### config.mk
export PLATFORM = sky130hd
export DESIGN_NAME = data_memory_master_flat
export DESIGN_NICKNAME = d
export VERILOG_FILES = /design/src/rtl/data_memory_master_if.sv /design/src/rtl/data_memory_master.sv /design/src/flat_wrapper.sv
export SDC_FILE = /design/constraint.sdc
export NUM_CORES = 1
export LEC_CHECK = 0
export CAP_MARGIN = 10
export CORE_ASPECT_RATIO = 0.6
export CORE_UTILIZATION = 46
export CTS_BUF_LIST = sky130_fd_sc_hd__clkbuf_4
export DETAILED_ROUTE_END_ITERATION = 7
export PLACE_DENSITY = 0.88
export SKIP_LAST_GASP = 1
export SLEW_MARGIN = 40
export SYNTH_ARGS = -nofsm -noshare
export SYNTH_HDL_FRONTEND = slang
export SYNTH_SLANG_ARGS = --single-unit
### constraint.sdc
create_clock -name Clock -period 4.6 [get_ports Clock]
set_clock_uncertainty 0.15 [all_clocks]
set_input_delay 0.46 -clock Clock [delete_from_list [all_inputs] [get_ports Clock]]
set_output_delay 0.46 -clock Clock [all_outputs]
set_load 0.05 [all_outputs]
### src/rtl/data_memory_master_if.sv
// Bundle of signals between the datapath, the data-memory initiator and the
// DataMemory array. The master modport is the initiator's view; the slave
// modport is the combined view of the request source and the memory.
interface data_memory_master_if #(
    parameter int unsigned ADDR_WIDTH = 8,
    parameter int unsigned DATA_WIDTH = 32,
    parameter int unsigned LEN_WIDTH  = 4
);
    // Request channel
    logic                  ReqValid;
    logic                  ReqReady;
    logic                  ReqWrite;
    logic [ADDR_WIDTH-1:0] ReqAddress;
    logic [LEN_WIDTH-1:0]  ReqLength;

    // Store data stream
    logic                  WrValid;
    logic                  WrReady;
    logic [DATA_WIDTH-1:0] WrData;

    // Load data stream and completion
    logic                  RdValid;
    logic [DATA_WIDTH-1:0] RdData;
    logic                  Done;

    // Memory side
    logic [31:0]           MemAddress;
    logic [DATA_WIDTH-1:0] MemWriteData;
    logic                  MemoryRead;
    logic                  MemoryWrite;
    logic [DATA_WIDTH-1:0] MemReadData;

    modport master (
        input  ReqValid,
        input  ReqWrite,
        input  ReqAddress,
        input  ReqLength,
        input  WrValid,
        input  WrData,
        input  MemReadData,
        output ReqReady,
        output WrReady,
        output RdValid,
        output RdData,
        output Done,
        output MemAddress,
        output MemWriteData,
        output MemoryRead,
        output MemoryWrite
    );

    modport slave (
        output ReqValid,
        output ReqWrite,
        output ReqAddress,
        output ReqLength,
        output WrValid,
        output WrData,
        output MemReadData,
        input  ReqReady,
        input  WrReady,
        input  RdValid,
        input  RdData,
        input  Done,
        input  MemAddress,
        input  MemWriteData,
        input  MemoryRead,
        input  MemoryWrite
    );
endinterface

### src/rtl/data_memory_master.sv
// Initiator for the data-memory array. Accepts single/burst load and store
// requests, owns the MemoryRead/MemoryWrite strobe timing, captures read data
// after a fixed latency and returns it as a pulse stream.
module data_memory_master #(
    parameter int unsigned ADDR_WIDTH   = 8,
    parameter int unsigned DATA_WIDTH   = 32,
    parameter int unsigned LEN_WIDTH    = 4,
    parameter int unsigned READ_LATENCY = 2
) (
    input logic                     Clock,
    input logic                     Reset,
    data_memory_master_if.master    bus
);

    localparam logic [2:0] StIdle    = 3'd0;
    localparam logic [2:0] StRdIssue = 3'd1;
    localparam logic [2:0] StRdWait  = 3'd2;
    localparam logic [2:0] StWrData  = 3'd3;
    localparam logic [2:0] StWrIssue = 3'd4;

    // RD_WAIT lasts READ_LATENCY-1 cycles; the counter runs from
    // READ_LATENCY-2 down to 0, and 0 marks the capture cycle.
    localparam int unsigned WAIT_WIDTH = (READ_LATENCY > 2) ? $clog2(READ_LATENCY) : 1;
    localparam logic [WAIT_WIDTH-1:0] WAIT_INIT = WAIT_WIDTH'(READ_LATENCY - 2);

    logic [2:0]            stateQ, stateD;
    logic [ADDR_WIDTH-1:0] addrQ, addrD;
    logic [LEN_WIDTH-1:0]  burstQ, burstD;
    logic [WAIT_WIDTH-1:0] waitQ, waitD;

    logic                  memReadQ, memReadD;
    logic                  memWriteQ, memWriteD;
    logic [31:0]           memAddrQ, memAddrD;
    logic [DATA_WIDTH-1:0] memWdataQ, memWdataD;
    logic                  rdValidQ, rdValidD;
    logic [DATA_WIDTH-1:0] rdDataQ, rdDataD;
    logic                  doneQ, doneD;

    // Word address of the next word; wraps modulo the memory depth.
    logic [ADDR_WIDTH-1:0] addrInc;
    assign addrInc = addrQ + ADDR_WIDTH'(1);

    // Next-state, counters and registered-output decode.
    always_comb begin
        stateD    = stateQ;
        addrD     = addrQ;
        burstD    = burstQ;
        waitD     = waitQ;
        memReadD  = 1'b0;
        memWriteD = 1'b0;
        memAddrD  = memAddrQ;
        memWdataD = memWdataQ;
        rdValidD  = 1'b0;
        rdDataD   = rdDataQ;
        doneD     = 1'b0;

        case (stateQ)
            StIdle: begin
                if (bus.ReqValid) begin
                    addrD    = bus.ReqAddress;
                    burstD   = bus.ReqLength;
                    memAddrD = 32'(bus.ReqAddress);
                    if (bus.ReqWrite) begin
                        stateD = StWrData;
                    end else begin
                        stateD   = StRdIssue;
                        memReadD = 1'b1;
                    end
                end
            end

            StRdIssue: begin
                stateD = StRdWait;
                waitD  = WAIT_INIT;
            end

            StRdWait: begin
                if (waitQ != '0) begin
                    waitD = waitQ - WAIT_WIDTH'(1);
                end else begin
                    rdDataD  = bus.MemReadData;
                    rdValidD = 1'b1;
                    if (burstQ == '0) begin
                        stateD = StIdle;
                        doneD  = 1'b1;
                    end else begin
                        // Next strobe overlaps the RdValid of this word.
                        burstD   = burstQ - LEN_WIDTH'(1);
                        addrD    = addrInc;
                        memAddrD = 32'(addrInc);
                        memReadD = 1'b1;
                        stateD   = StRdIssue;
                    end
                end
            end

            StWrData: begin
                if (bus.WrValid) begin
                    memWdataD = bus.WrData;
                    memAddrD  = 32'(addrQ);
                    memWriteD = 1'b1;
                    stateD    = StWrIssue;
                end
            end

            StWrIssue: begin
                if (burstQ == '0) begin
                    stateD = StIdle;
                    doneD  = 1'b1;
                end else begin
                    // MemAddress is only updated once the next data word arrives.
                    burstD = burstQ - LEN_WIDTH'(1);
                    addrD  = addrInc;
                    stateD = StWrData;
                end
            end

            default: begin
                stateD = StIdle;
            end
        endcase
    end

    // State and output registers with synchronous reset.
    always_ff @(posedge Clock) begin
        if (Reset) begin
            stateQ    <= StIdle;
            addrQ     <= '0;
            burstQ    <= '0;
            waitQ     <= '0;
            memReadQ  <= 1'b0;
            memWriteQ <= 1'b0;
            memAddrQ  <= '0;
            memWdataQ <= '0;
            rdValidQ  <= 1'b0;
            rdDataQ   <= '0;
            doneQ     <= 1'b0;
        end else begin
            stateQ    <= stateD;
            addrQ     <= addrD;
            burstQ    <= burstD;
            waitQ     <= waitD;
            memReadQ  <= memReadD;
            memWriteQ <= memWriteD;
            memAddrQ  <= memAddrD;
            memWdataQ <= memWdataD;
            rdValidQ  <= rdValidD;
            rdDataQ   <= rdDataD;
            doneQ     <= doneD;
        end
    end

    assign bus.ReqReady     = (stateQ == StIdle);
    assign bus.WrReady      = (stateQ == StWrData);
    assign bus.MemoryRead   = memReadQ;
    assign bus.MemoryWrite  = memWriteQ;
    assign bus.MemAddress   = memAddrQ;
    assign bus.MemWriteData = memWdataQ;
    assign bus.RdValid      = rdValidQ;
    assign bus.RdData       = rdDataQ;
    assign bus.Done         = doneQ;

endmodule

### src/flat_wrapper.sv
// flat-port wrapper written by rule: the top's interface ports become plain ports
module data_memory_master_flat 
#(
    parameter int unsigned ADDR_WIDTH   = 8,
    parameter int unsigned DATA_WIDTH   = 32,
    parameter int unsigned LEN_WIDTH    = 4,
    parameter int unsigned READ_LATENCY = 2
)
  (Clock, Reset, bus_ReqValid, bus_ReqWrite, bus_ReqAddress, bus_ReqLength, bus_WrValid, bus_WrData, bus_MemReadData, bus_ReqReady, bus_WrReady, bus_RdValid, bus_RdData, bus_Done, bus_MemAddress, bus_MemWriteData, bus_MemoryRead, bus_MemoryWrite);
  data_memory_master_if #(.ADDR_WIDTH(ADDR_WIDTH), .DATA_WIDTH(DATA_WIDTH), .LEN_WIDTH(LEN_WIDTH)) bus_i ();
  input logic Clock;
  input logic Reset;
  input wire logic [$bits(bus_i.ReqValid)-1:0] bus_ReqValid;
  input wire logic [$bits(bus_i.ReqWrite)-1:0] bus_ReqWrite;
  input wire logic [$bits(bus_i.ReqAddress)-1:0] bus_ReqAddress;
  input wire logic [$bits(bus_i.ReqLength)-1:0] bus_ReqLength;
  input wire logic [$bits(bus_i.WrValid)-1:0] bus_WrValid;
  input wire logic [$bits(bus_i.WrData)-1:0] bus_WrData;
  input wire logic [$bits(bus_i.MemReadData)-1:0] bus_MemReadData;
  output wire logic [$bits(bus_i.ReqReady)-1:0] bus_ReqReady;
  output wire logic [$bits(bus_i.WrReady)-1:0] bus_WrReady;
  output wire logic [$bits(bus_i.RdValid)-1:0] bus_RdValid;
  output wire logic [$bits(bus_i.RdData)-1:0] bus_RdData;
  output wire logic [$bits(bus_i.Done)-1:0] bus_Done;
  output wire logic [$bits(bus_i.MemAddress)-1:0] bus_MemAddress;
  output wire logic [$bits(bus_i.MemWriteData)-1:0] bus_MemWriteData;
  output wire logic [$bits(bus_i.MemoryRead)-1:0] bus_MemoryRead;
  output wire logic [$bits(bus_i.MemoryWrite)-1:0] bus_MemoryWrite;
  assign bus_i.ReqValid = bus_ReqValid;
  assign bus_i.ReqWrite = bus_ReqWrite;
  assign bus_i.ReqAddress = bus_ReqAddress;
  assign bus_i.ReqLength = bus_ReqLength;
  assign bus_i.WrValid = bus_WrValid;
  assign bus_i.WrData = bus_WrData;
  assign bus_i.MemReadData = bus_MemReadData;
  assign bus_ReqReady = bus_i.ReqReady;
  assign bus_WrReady = bus_i.WrReady;
  assign bus_RdValid = bus_i.RdValid;
  assign bus_RdData = bus_i.RdData;
  assign bus_Done = bus_i.Done;
  assign bus_MemAddress = bus_i.MemAddress;
  assign bus_MemWriteData = bus_i.MemWriteData;
  assign bus_MemoryRead = bus_i.MemoryRead;
  assign bus_MemoryWrite = bus_i.MemoryWrite;
  data_memory_master #(.ADDR_WIDTH(ADDR_WIDTH), .DATA_WIDTH(DATA_WIDTH), .LEN_WIDTH(LEN_WIDTH), .READ_LATENCY(READ_LATENCY)) u_core (.Clock(Clock), .Reset(Reset), .bus(bus_i));
endmodule
==> results of run 1 <==
==> worst min path at each step <==
| stage | startpoint | endpoint | slack [ns] |
|---|---|---|---|
| 4_1_cts | Reset | u_core.stateQ[2]$_SDFFE_PP0P_ | 0.31 |
| 6_report | u_core.bus.RdData[15]$_SDFFE_PP0N_ | u_core.bus.RdData[15]$_SDFFE_PP0N_ | 0.31 |
| 3_5_place_dp | u_core.bus.MemWriteData[31]$_SDFFE_PP0P_ | u_core.bus.MemWriteData[31]$_SDFFE_PP0P_ | 0.30 |
| 5_1_grt | Reset | u_core.stateQ[2]$_SDFFE_PP0P_ | 0.33 |
| 2_1_floorplan | u_core.burstQ[1]$_SDFFE_PP0P_ | u_core.burstQ[1]$_SDFFE_PP0P_ | 0.30 |
| 3_3_place_gp | u_core.bus.MemWriteData[27]$_SDFFE_PP0P_ | u_core.bus.MemWriteData[27]$_SDFFE_PP0P_ | 0.29 |
==> worst min-delay path: stages, from the launching register on <==
cell,delay (ns)
dfxtp_1,0.33
nand2_1,0.05
a21oi_1,0.05
==> cell families after synthesis <==
group	after synthesis	share of synthesized area (%)
AND/OR/NAND/NOR	208	23.4
AO/OA/AOI/OAI	132	19.7
flip-flops	91	45.9
buffers and inverters	65	8.90
XOR/XNOR	3	0.852
adder cells (fa/ha/maj)	2	0.631
multiplexers	2	0.505
other	1	0.0945
==> cell usage after synthesis (5+ instances only) <==
cell type	number	area share, %
dfxtp_1	91	46
clkbuf_1	21	2.0
buf_2	12	1.5
a21oi_1	80	10
nand2b_1	5	0.79
nand3_1	12	1.5
o21ai_0	18	2.3
nor3_1	9	1.1
o21a_1	7	1.3
inv_1	5	0.47
buf_4	25	4.7
nor4_1	6	0.95
or3_1	5	0.79
nand2_1	140	13
nor2_1	11	1.0
a31oi_1	6	0.95
==> per-layer routing <==
metal | wire length, um | vias to the layer above
met4 | 130 | 0
met3 | 936 | 17
met5 | 0 | -
li1 | - | 1950
met1 | 4760 | 1819
met2 | 4970 | 180
==> layout make-up <==
| type | count | area [sq um] | share of cell area (%) |
|---|---|---|---|
| multi-input cells | 371 | 1900 | 33.5 |
| flip-flops and latches | 91 | 1820 | 32.2 |
| repair buffers | 163 | 1620 | 28.6 |
| well taps | 108 | 135 | 2.39 |
| clock inverters | 7 | 97.6 | 1.73 |
| clock buffers | 9 | 67.6 | 1.19 |
| inverters | 5 | 18.8 | 0.332 |
| diodes | 1 | 2.50 | 0.0442 |
==> power by group through the flow <==
stage	clock network (mW)	logic (mW)	registers (mW)
after global placement	0	0.613	0.906
after detailed placement	0	0.624	0.909
after CTS	0.514	0.627	0.892
after floorplan	0	0.297	1.04
after global routing	0.548	0.672	0.902
final	0.502	0.632	0.894
==> registers in the layout (all words and copies together), names as in the netlist <==
signal                   count
u_core.bus.RdData           32
u_core.bus.MemoryWrite       1
u_core.bus.Done              1
u_core.burstQ                4
u_core.bus.RdValid           1
u_core.addrQ                 8
u_core.bus.MemWriteData     32
u_core.bus.MemoryRead        1
u_core.stateQ                3
u_core.bus.MemAddress        8
==> per-stage QoR <==
stage | util (%) | power, mW | cells
after global placement | 67.6 | 1.52 | 738
final | 69.8 | 2.03 | 755
after CTS | 69.7 | 2.03 | 754
after detailed placement | 67.6 | 1.53 | 738
after floorplan | - | 1.34 | 527
after global routing | 69.8 | 2.12 | 754
==> metrics.yaml, run 1 <==
syn-cell-area_sq_um: 3970
rsz0062_at_grt: "false"
vias: 3966
postLayoutCellArea_sq_um: 5660
netlist_instances: 504
ys_warn_count: 0
ctsResizeCount: 0
portBuffers: 158
powerDensity_nw_per_um2: 359
grt_pass1_wl_mm: 16.1
clk_latency_ns: 0.44
holdPathStages: 2
critPathCapture: "bus_WrReady"
mostFrequentLayoutCell: "clkdlybuf4s50_1"
dieWidth_um: 122
ys_seq_area_share_pct: 45.9
fmax_ghz: 0.311
drt_wl_total_mm: 10.8
core_area_sq_um: 8100
switching_share_pct: 36.0
wl_per_cell_um: 14.3
synthFlopType: "dfxtp_1"
grt_busiest_layer: "met2"
rrSetupSlack_ns: 2.12
crit_cells: 3
status: "finished, final reports clean"
fin_crit_ns: 3.21
antenna_found_initial: 0
setup.worst_path.start: "u_core.stateQ[1]$_SDFFE_PP0P_"
critical_path.top_delay_family: "buffers and inverters"
postCtsSetupBuffers: 0
dieArea_sq_um: 9010
setup_viol: 0
post_route_cells_drive_above_1_share_pct: 4.64
ios: 183
r2r-start: "u_core.stateQ[2]$_SDFFE_PP0P_"
criticalPathCategory: "flop to primary output"
rows: 25
cts_max_level: 3
synth_edf_count: 0
switchingPower_mw: 0.730
final_antenna_net_count: 0
finalHoldViolCount: 0
use_met3_pct: 6.37
mostFrequentLayoutCells: "clkdlybuf4s50_1, nand2_1, dfxtp_1"
met2_usage_pct: 37.6
drc: 0
drtIter0Drc: 430
vdd.ir_drop.worst_mv: 0.184
hold_ws_ns: 0.313
grt_util_met1_pct: 29.9
cts_tree: "yes"
relSlewSlack_pct: 54.6
power_frac_seq_pct: 44.1
grt_util_all_layers_pct: 23.0
gp_congestion: 0.904
fin_tns_setup_ns: 0
r2r_cells: 4
max_slew.worst_pin.slew_ns: 0.680
drv_slew: 0
dieHeight_um: 73.9
cp_slowest_cell: "clkdlybuf4s50_1"
path_max_fanout: 16
worst_slack_ns: 1.39
p_int_mw: 1.30
worst_setup_path_start_kind: "flop"
hp-class: "flop to flop"
pwr-share-clk_pct: 24.7
cts_made_buffers: 9
drt-pass1-iter-count: 5
maxCapViolations: 0
ys_seq_elements: 91
p_leak_nw: 1.93
gr-total-overflow: 0
worst_ep_required_time_ns: 3.99
grt_pass1_vias: 3417
grt_max_degree: 59
root_buffer: "clkbuf_4"
cts_hold_buf: 0
reg2reg_to: "u_core.addrQ[0]$_SDFFE_PP0P_"
pwr-share-comb_pct: 31.2
cp_num_buf_inv: 2
cts.sinks: 91
dpl.hpwl_mm: 7.62
via_per_inst: 5.25
async_flop_share_pct: 0
clock_path_buffers: 2
period_share_pct: 69.9
clkTransAtPathRegs_ns: 0.14
crit_arrival_ns: 2.60
placed_area_sq_um: 5480
final_nets: 724
path_cells: "inv_1 -> nor3_1 -> clkdlybuf4s50_1"
avgSynthCellArea_sq_um: 7.87
end_kind: "primary output"
synth_cell_type_count: 48
fillers: 632
place_ws_ns: 1.96
critPathMaxStageDelay_ns: 0.87
initial_core_util_pct: 49.0
area_delta_synth_final_pct: 42.6
(Power assumes the default switching activity.)
==> run 2, diff against run 1 <==
- CORE_UTILIZATION: 46 -> 43
- PLACE_DENSITY: 0.88 -> 0.83
- clock period: 4.6 -> 3.2 ns (I/O delays scaled with it)
==> metrics.yaml, run 2 (synthesized netlist as in run 1, its figures left out) <==
fmax_ghz: 0.389
fin_crit_ns: 2.57
cts_made_buffers: 9  # unchanged
via_per_inst: 5.10  # -2.9%
worst_ep_required_time_ns: 2.73  # -1.26 ns
ctsResizeCount: 0  # unchanged
drv_slew: 0  # unchanged
rsz0062_at_grt: "false"
drc: 0  # unchanged
vias: 3883  # -2.1%
powerDensity_nw_per_um2: 497  # +38%
postCtsSetupBuffers: 0  # unchanged
drt-pass1-iter-count: 4  # -1
dieHeight_um: 76.4  # +3.3%
clock_path_buffers: 2  # unchanged
root_buffer: "clkbuf_4"
initial_core_util_pct: 45.5  # -3.5 points
ios: 183  # unchanged
cts_hold_buf: 0  # unchanged
grt_pass1_wl_mm: 17.2  # +6.4%
gp_congestion: 0.878  # -2.9%
finish.utilization_pct: 64.5  # -5.3 points
grt_util_all_layers_pct: 22.3  # -0.63 points
antenna_found_initial: 0  # unchanged
p_leak_nw: 1.93  # -0.23%
clkTransAtPathRegs_ns: 0.16  # +0.02 ns
cts_max_level: 3  # unchanged
relSlewSlack_pct: 46.4  # -8.2 points
end_kind: "primary output"
vdd.ir_drop.worst_mv: 0.220  # +20%
criticalPathCategory: "flop to primary output"
mostFrequentLayoutCell: "clkdlybuf4s50_1"
dpl.cell_count: 745  # +0.95%
area_delta_synth_final_pct: 41.8
clk_latency_ns: 0.45  # about the same
final_cells: 761  # +0.79%
status: "finished, final reports clean"
cts_tree: "yes"
cts.sinks: 91  # unchanged
gr-total-overflow: 0  # unchanged
grt_pass1_vias: 3400  # -0.50%
max_slew.worst_pin.slew_ns: 0.800  # +0.120 ns
core_area_sq_um: 8720  # +7.6%
drtIter0Drc: 303  # -30%
final_antenna_net_count: 0  # unchanged
period_share_pct: 80.3
portBuffers: 158  # unchanged
dieWidth_um: 126  # +3.4%
setup_viol: 0  # unchanged
post_route_cells_drive_above_1_share_pct: 5.24  # +0.59 points
dpl.hpwl_mm: 7.76  # +1.9%
dieArea_sq_um: 9630  # +6.8%
final_nets: 727  # +0.41%
rows: 26  # +4.0%
fin_tns_setup_ns: 0  # unchanged
path_max_fanout: 16  # unchanged
worst_setup_path_start_kind: "flop"
finalHoldViolCount: 0  # unchanged
diodes: 0  # -1
grt_max_degree: 38  # -36%
wl_per_cell_um: 14.3  # +0.21%
maxCapViolations: 0  # unchanged
mostFrequentLayoutCells: "clkdlybuf4s50_1, nand2_1, dfxtp_1"
hp-class: "input pin to flop"
crit_arrival_ns: 2.10  # -0.50 ns
drt_wl_total_mm: 10.9  # +1.0%
[run 2: critical path, cell delays in order (launching register included)]
cell	delay [ns]
dfxtp_1	0.51
nor3_1	0.29
clkdlybuf4s50_1	0.84
[run 2: layout make-up]
cell class                      count  area [sq um]
Clock buffer                        9          67.6
Timing Repair Buffer              166          1630
Clock inverter                      7          57.6
Sequential cell                    91          1820
Inverter                            5          18.8
Tap cell                          112           140
Multi-Input combinational cell    371          1880
Fill cell                         729          3090
[run 2: where the power goes]
part | switching, mW | internal (mW) | total (mW)
sequential | 0.0727 | 1.22 | 1.29
combinational | 0.571 | 0.329 | 0.900
clock | 0.431 | 0.172 | 0.603
[run 2: through the flow]
step	setup WS [ns]	power, mW	hold slack, ns	cell area (sq um)
4_1_cts	0.586	2.81	0.147	5620
3_5_place_dp	0.816	2.21	0.297	5500
2_1_floorplan	0.876	1.92	0.304	4050
6_report	0.632	2.79	0.187	5620
3_3_place_gp	0.934	2.19	0.291	5500
5_1_grt	0.529	2.94	0.164	5620
[run 2: path summary, 6_finish.rpt]
| check | startpoint | to | slack (ns) | depth (start not counted) |
|---|---|---|---|---|
| worst max register to register | u_core.stateQ[2]$_SDFFE_PP0P_ | u_core.burstQ[1]$_SDFFE_PP0P_ | 0.87 | 5 |
| worst max-delay path | u_core.stateQ[1]$_SDFFE_PP0P_ | bus_ReqReady | 0.63 | 2 |
| worst min register to register | u_core.bus.MemWriteData[17]$_SDFFE_PP0P_ | u_core.bus.MemWriteData[17]$_SDFFE_PP0P_ | 0.31 | 2 |
| worst min-delay path | Reset | u_core.addrQ[2]$_SDFFE_PP0P_ | 0.19 | 2 |
[run 2: layer usage]
metal / part of all wire, % / track usage, %
met1: 46 / 29.2
met2: 46 / 35.9
met3: 7.8 / 6.53
met4: 0.84 / 6.02
met5: 0 / 0
